File: src/rtl/serial_adder.sv
// Bit-serial unsigned adder: one full-adder slice (two half adders plus an OR)
// and a registered carry. The operands are consumed LSB first, one bit per
// clock, under a start/busy/done handshake.

module half_adder (
    input  logic a,
    input  logic b,
    output logic s,
    output logic c
);
    assign s = a ^ b;
    assign c = a & b;
endmodule

module serial_adder #(
    parameter int WIDTH = 8
) (
    input  logic             clk,
    input  logic             rst_n,
    input  logic             start,
    input  logic [WIDTH-1:0] a,
    input  logic [WIDTH-1:0] b,
    output logic             busy,
    output logic             done,
    output logic [WIDTH-1:0] sum,
    output logic             cout
);
    localparam int CNT_W = $clog2(WIDTH) + 1;
    // Count value on the edge that processes the last bit (WIDTH-1)
    localparam logic [CNT_W-1:0] LAST = CNT_W'(WIDTH - 1);

    localparam logic [1:0] ST_IDLE = 2'd0;
    localparam logic [1:0] ST_RUN  = 2'd1;
    localparam logic [1:0] ST_DONE = 2'd2;

    logic [1:0]       state;
    logic [WIDTH-1:0] a_sh;
    logic [WIDTH-1:0] b_sh;
    logic [WIDTH-1:0] part;
    logic             carry;
    logic [CNT_W-1:0] cnt;

    logic             s1;
    logic             c1;
    logic             s_bit;
    logic             c2;
    logic             c_next;
    logic [WIDTH:0]   part_ext;
    logic [WIDTH-1:0] part_next;

    // Full-adder slice operating on the current LSBs and the stored carry
    half_adder ha_ab (
        .a (a_sh[0]),
        .b (b_sh[0]),
        .s (s1),
        .c (c1)
    );

    half_adder ha_c (
        .a (s1),
        .b (carry),
        .s (s_bit),
        .c (c2)
    );

    assign c_next = c1 | c2;

    // The new sum bit enters at the MSB. Shifting through a one-bit-wider
    // vector keeps the expression legal at WIDTH=1.
    assign part_ext  = {s_bit, part};
    assign part_next = part_ext[WIDTH:1];

    // Handshake FSM together with the operand, carry, partial-sum and counter datapath
    always_ff @(posedge clk) begin
        if (!rst_n) begin
            state <= ST_IDLE;
            busy  <= 1'b0;
            done  <= 1'b0;
            sum   <= '0;
            cout  <= 1'b0;
            a_sh  <= '0;
            b_sh  <= '0;
            part  <= '0;
            carry <= 1'b0;
            cnt   <= '0;
        end else begin
            done <= 1'b0;
            case (state)
                ST_IDLE: begin
                    if (start) begin
                        a_sh  <= a;
                        b_sh  <= b;
                        carry <= 1'b0;
                        cnt   <= '0;
                        part  <= '0;
                        busy  <= 1'b1;
                        state <= ST_RUN;
                    end
                end
                ST_RUN: begin
                    a_sh  <= a_sh >> 1;
                    b_sh  <= b_sh >> 1;
                    carry <= c_next;
                    part  <= part_next;
                    cnt   <= cnt + 1'b1;
                    if (cnt == LAST) begin
                        sum   <= part_next;
                        cout  <= c_next;
                        done  <= 1'b1;
                        state <= ST_DONE;
                    end
                end
                ST_DONE: begin
                    busy  <= 1'b0;
                    state <= ST_IDLE;
                end
                default: begin
                    busy  <= 1'b0;
                    state <= ST_IDLE;
                end
            endcase
        end
    end
endmodule

File: config.mk
export PLATFORM = sky130hd
export DESIGN_NAME = serial_adder
export DESIGN_NICKNAME = d
export VERILOG_FILES = /design/src/rtl/serial_adder.sv
export SDC_FILE = /design/constraint.sdc
export NUM_CORES = 1
export LEC_CHECK = 0
export ABC_AREA = 0
export CAP_MARGIN = 25
export CORE_MARGIN = 2
export CORE_UTILIZATION = 46
export DETAILED_ROUTE_END_ITERATION = 8
export PLACE_DENSITY_LB_ADDON = 0.2
export SYNTH_ARGS = -nofsm -noshare
export SYNTH_HDL_FRONTEND = slang
export SYNTH_SLANG_ARGS = --single-unit
File: constraint.sdc
create_clock -name clk -period 1.4 [get_ports clk]
set_clock_uncertainty 0.15 [all_clocks]
set_input_delay 0.42 -clock clk [delete_from_list [all_inputs] [get_ports clk]]
set_output_delay 0.42 -clock clk [all_outputs]
set_load 0.02 [all_outputs]
# After elaboration in Yosys (flattened, before gate mapping)
# Cells that the tools add are included.
# totals
output_inout_bits,11
inputBits,19
ram_bits,0
reg_bits,42
rom_bits,0
n_memories,0
wordCells,44
latchBits,0
# op_classes
n_reduce_logical,7
eq_ne,4
order_cmp,0
muxes,16
mul,0
div,0
bitwise,6
add_sub_neg,1
shifts,0
# op_table
cell,count
one-hot mux 8 bit (2 select lines),3
two-way mux 8 bit,3
AND reduction 2 bit,5
one-hot mux 4 bit (2 select lines),1
"adder 4 x 1 -> 4 bit, second input constant",1
"== test 4 x 3 -> 1 bit, second input constant",1
two-way mux 2 bit,2
two-way mux 4 bit,1
"!= test 2 bit, second input constant",2
one-hot mux 1 bit (2 select lines),2
one-hot mux 2 bit (2 select lines),1
two-way mux 1 bit,3
bitwise AND 1 bit,2
"== test 2 x 1 -> 1 bit, second input constant",1
logical NOT 2 bit,1
nonzero test 2 bit,1
XOR 1 bit,2
inverter 1 bit,1
bitwise OR 1 bit,1

# Depth between registers and ports, before layout
# Gate-level depths: netlist (run 1).
# depth
ltp_word,4
ltp_mapped,5
mapped_depth_nobuf,4

# Hierarchy
# From an unflattened synthesis (run 1), not the netlist that was laid out.
# unflattened
cells_unflattened,186
area_unflattened_um2,1699.1
# by_module_without_submodules
module,area_each_um2,cells_per_inst,seq_area_each_um2,instances
serial_adder,1674.1,184,820.8,1
half_adder,12.5,1,0.0,2

# Worst setup path after synthesis (run 1)
# Ideal clock, no wire load.
# synth_timing
path_type,input-to-reg
startpoint,input rst_n
endpoint,register cnt[3]
stages,4
path_slack_ps,-5
required_time_ps,1177
n_path_buf,1
arrival_ps,1182
setup_time_ps,73
path_cell_list,buf_2 inv_2 or4_4 o211ai_2
# synth_rtl
item,line_no,source
from (decl),19,"input logic rst_n,"
to (signal assigned),105,cnt <= cnt + 1'b1;
to (decl),41,logic [CNT_W-1:0] cnt;

# Final worst setup path (run 1)
# layout_timing
startpoint,register sum[0]
endpoint,output sum[0]
# layout_rtl
item,line_no,source
from (decl),25,"output logic [WIDTH-1:0] sum,"
from (signal assigned),107,sum <= part_next;
# No word-level cell between the ends.

==> results by stage, run 1 <==
Worst setup path:
- STA classifies the critical path startpoint as a register.
- In this run the worst path has a maximum fanout of 2.
- Walking the worst path, the cells encountered are buf_6.
- For the worst setup path, the data required time is slightly above 0.8 ns.
- STA classifies the critical path endpoint as a primary output.
- The buffers plus inverters on the worst setup path is 1.
- The critical setup path kind is reg -> out.
- On the critical path, the stage with the largest delay is an instance of sky130_fd_sc_hd__dfxtp_2.
- The largest delay contributor family on the critical path is flip-flops.
- For the worst setup path, the data arrival time is between 0.8 and 0.9 ns.
- The highest cell delay on the worst timing path is around 0.35 ns.

Floorplanning:
- The die boundary height is roughly 65 um.
- The I/O pin total is 30.
- The floorplan step defined a core boundary enclosing ~3400 um2.
- The die is approximately 65 um wide.
- The number of rows in the core area is 21.
- For this configuration, the core starts out at a cell density of 49.30%.
- The floorplan step defined a die boundary enclosing 4161 um2.

Finish:
- The multi-input combinational cells in the finished layout cover a total of roughly 800 um2.
- Of the cells placed in the final design, the portion with a size suffix greater than 1 is between 20 and 30%.
- The count of inserted antenna diode cells is 0.
- The area growth from synthesis to layout is 34.84%.
- For this run, the post-layout net count is 241.
- The final core area utilization is between 60% and 70%.
- The sequential cells in the finished layout cover a total of approximately 840 um2.
- The layout has roughly 290 filler cells.

Clocking:
- The hold buffer count at cts is 0.
- In this run the deepest clock path goes through 2 buffers.
- The root buffer cell is sky130_fd_sc_hd__clkbuf_4.
- Clock tree synthesis found a total of roughly 40 sinks.
- TritonCTS built the clock tree.
- The number of buffers inserted during clock tree synthesis is 5.
- The clock transition time at the flip-flop clock pins of the worst setup and hold paths is 0.12 ns.
- The later pin in the worst-skew pair is clocked with a latency of around 0.35 ns.
- The number of H-tree levels is 2.

Timing:
- Setup violations remaining at the end of the flow were counted as 0.
- The smallest setup slack after layout is about 0.014 ns.
- After layout, the minimum clock period comes to around 1.4 ns.
- The max-slew violation total from the final report is 0.
- The measured slew at the worst slew-check pin is ~0.46 ns.
- The total negative slack for setup checks is 0 ns.
- The count of final hold-check violations came to 0.
- The tightest slew margin relative to the limit is between 60 and 70%.
- The highest attainable clock frequency is 721.5 MHz.
- Setup repair after global routing could not meet its margin everywhere.
- The final worst hold slack is 0.3125 ns.
- The final cycle utilization of the critical path is between 90% and 100%.

Run:
- The total of max-cap violations is 0.

Route:
- The routed layout has 1451 vias.
- The post-detailed-route via-to-cell ratio is 5.434.
- The number of search-and-repair iterations in the first detailed-routing pass is 4.
- The detailed-route DRC error count is 0.
- The sum of routed wire length over all layers is roughly 3.6 mm.
- The final antenna-violating net count is 0.
- The iteration-0 DRC count of the detailed router is 80.
- In the final routed layout, each cell accounts on average for ~14 um.

Yosys:
- The number of nets in the synthesized netlist is roughly 200.
- Synthesis inferred 41 register bits.
- The post-synthesis cell type count is 34.
- The portion of the post-synthesis area used by sequential elements is between 40% and 50%.
- Summing every instance area after synthesis gives between 1500 and 2000 um2.
- The mean instance size in the synthesized netlist is 9.253 um2.
- Yosys printed 0 warnings.
- The synthesized instance count is 182.

Placed design:
- Detailed placement finished with a half-perimeter wire length of 2.463 mm.
- In this run the tool buffered the top-level ports with 29 buffer cells.
- OpenSTA, run right after detailed placement, puts the worst setup slack at -0.3728 ns.
- The routability congestion estimate is roughly 0.77.

Hold path:
- In this run the worst hold path is classified as reg -> reg.

Power:
- Power spread over the standard cell area amounts to about 1100 nW/um2.
- Across the VDD grid, the largest voltage drop is ~0.75 mV.
- Total power for the finished layout comes to 2.466 mW.
- For this design the static power due to leakage is between 0.9 and 1 nW.

Global route:
- The initial antenna violation count was 0.
- The first-pass GRT wire length is a little over 6 mm.
- The via count of the first global-routing pass is 1400.
- Entering global routing, the biggest net connects 23 pins.
- The total overflow left after global routing is 0.
- The overall routing resource usage is between 10% and 20%.

Status:
- The run finished with clean final reports.
==> kinds of logic (layout without fill, tap and decap cells) <==
kind of cell	count (synthesis)	in the layout	synth area share, %
adder cells (fa/ha/maj)	2	2	1.932
flip-flops	41	41	48.74
AND/OR/NAND/NOR	52	52	14.86
buffers and inverters	18	57	5.646
multiplexers	10	10	5.944
AO/OA/AOI/OAI	59	59	22.88
==> metrics by stage <==
| step | instance area (um2) | instances |
|---|---|---|
| 2_1_floorplan | 1687 | 182 |
| 3_3_place_gp | 2085 | 257 |
| 3_5_place_dp | 2085 | 257 |
| 4_1_cts | 2226 | 265 |
| 5_1_grt | 2271 | 267 |
| 6_report | 2271 | 267 |
==> power by group <==
| part | internal [mW] | switching, mW | total (mW) | leakage (nW) |
|---|---|---|---|---|
| logic | 0.147 | 0.142 | 0.289 | 0.518 |
| clock network | 0.553 | 0.379 | 0.932 | 0.0552 |
| registers | 1.22 | 0.0283 | 1.25 | 0.342 |
==> repair_timing <==
item / 4_1_cts / 5_1_grt
gates cloned: 0 / 0
setup endpoints to repair: 22 / 45
pin swaps: 1 / 0
gates resized for setup: 80 / 9
buffers inserted: 0 / 2
==> synth_stat cells (all sizes together) <==
| library cell | number | area (um2) |
|---|---|---|
| fa | 1 | 20.02 |
| nand3 | 2 | 10.01 |
| nand2 | 18 | 67.56 |
| o2bb2ai | 9 | 78.83 |
| nor3b | 1 | 7.510 |
| buf | 9 | 58.80 |
| nand2b | 1 | 6.260 |
| o21ba | 1 | 10.01 |
| a211oi | 1 | 7.510 |
| or4 | 1 | 11.26 |
| o311a | 1 | 10.01 |
| nor2 | 22 | 90.09 |
| nor3 | 3 | 15.01 |
| a21oi | 15 | 75.07 |
| ha | 1 | 12.51 |
| nor2b | 1 | 6.260 |
| dfxtp | 41 | 820.8 |
| o211ai | 1 | 12.51 |
| clkbuf | 5 | 18.77 |
| o21ai | 14 | 70.07 |
| a22oi | 11 | 82.58 |
| nand4b | 1 | 23.77 |
| nand4 | 1 | 6.260 |
| mux2i | 10 | 100.1 |
| inv | 4 | 17.52 |
| o22ai | 5 | 31.28 |
| o21bai | 1 | 7.510 |
| and3 | 1 | 6.260 |
==> layout by cell type, fill, tap and decap left out, types with 2 or more instances in the layout <==
cell,netlist,layout
sky130_fd_sc_hd__dfxtp_1,41,26
sky130_fd_sc_hd__nor2_1,21,21
sky130_fd_sc_hd__nand2_1,18,18
sky130_fd_sc_hd__clkdlybuf4s50_1,0,16
sky130_fd_sc_hd__a21oi_1,15,15
sky130_fd_sc_hd__dfxtp_2,0,15
sky130_fd_sc_hd__o21ai_0,14,14
sky130_fd_sc_hd__buf_4,1,13
sky130_fd_sc_hd__buf_6,2,12
sky130_fd_sc_hd__a22oi_1,11,11
sky130_fd_sc_hd__mux2i_1,10,10
sky130_fd_sc_hd__o2bb2ai_1,9,9
sky130_fd_sc_hd__o22ai_1,5,5
sky130_fd_sc_hd__clkbuf_4,0,5
sky130_fd_sc_hd__nor3_1,3,3
sky130_fd_sc_hd__nand3_1,2,2
sky130_fd_sc_hd__inv_1,2,2
sky130_fd_sc_hd__bufinv_16,0,2
sky130_fd_sc_hd__dlymetal6s2s_1,0,2
sky130_fd_sc_hd__buf_12,0,2
==> registers in the layout, summed over array words and instances (netlist names) <==
signal  cells
busy        1
done        1
cout        1
cnt         4
carry       1
state       2
sum         8
b_sh        8
a_sh        8
part        7
==> final timing paths <==
path	startpoint	endpoint	slack (ns)	cells after the start
max	sum[0]	sum[0]	0.01	1
min	part[1]	sum[0]	0.31	2
max reg2reg	state[0]	b_sh[6]	0.03	4
min reg2reg	part[1]	sum[0]	0.31	2
==> layout make-up <==
| class | instances | area share (%) |
|---|---|---|
| well taps | 46 | 2.534 |
| clock inverters | 3 | 2.865 |
| inverters | 4 | 0.7713 |
| flip-flops and latches | 41 | 36.97 |
| clock buffers | 5 | 1.653 |
| multi-input cells | 123 | 35.04 |
| repair buffers | 45 | 20.17 |
==> metal layers <==
layer / wire length, um / GRT usage [%] / share of wire [%] / vias up
met5: 0 / 0 / 0 / -
met4: 85 / 7.979 / 2.3 / 0
met3: 167 / 5.208 / 4.6 / 10
met2: 1694 / 30.99 / 46 / 42
met1: 1697 / 23.03 / 47 / 676
li1: - / - / - / 723
Power figures use the tool's default switching activity.
==> run 2, diff against run 1 <==
--- a/config.mk
+++ b/config.mk
@@ -9,7 +9,10 @@
 export CAP_MARGIN = 25
 export CORE_MARGIN = 2
 export CORE_UTILIZATION = 46
+export CTS_CLUSTER_DIAMETER = 100
 export DETAILED_ROUTE_END_ITERATION = 8
+export GPL_ROUTABILITY_DRIVEN = 0
+export HOLD_SLACK_MARGIN = 0.08
 export PLACE_DENSITY_LB_ADDON = 0.2
 export SYNTH_ARGS = -nofsm -noshare
 export SYNTH_HDL_FRONTEND = slang
==> results of run 2 <==
Same layout as run 1: the final DEF is identical, and so are final timing and power.
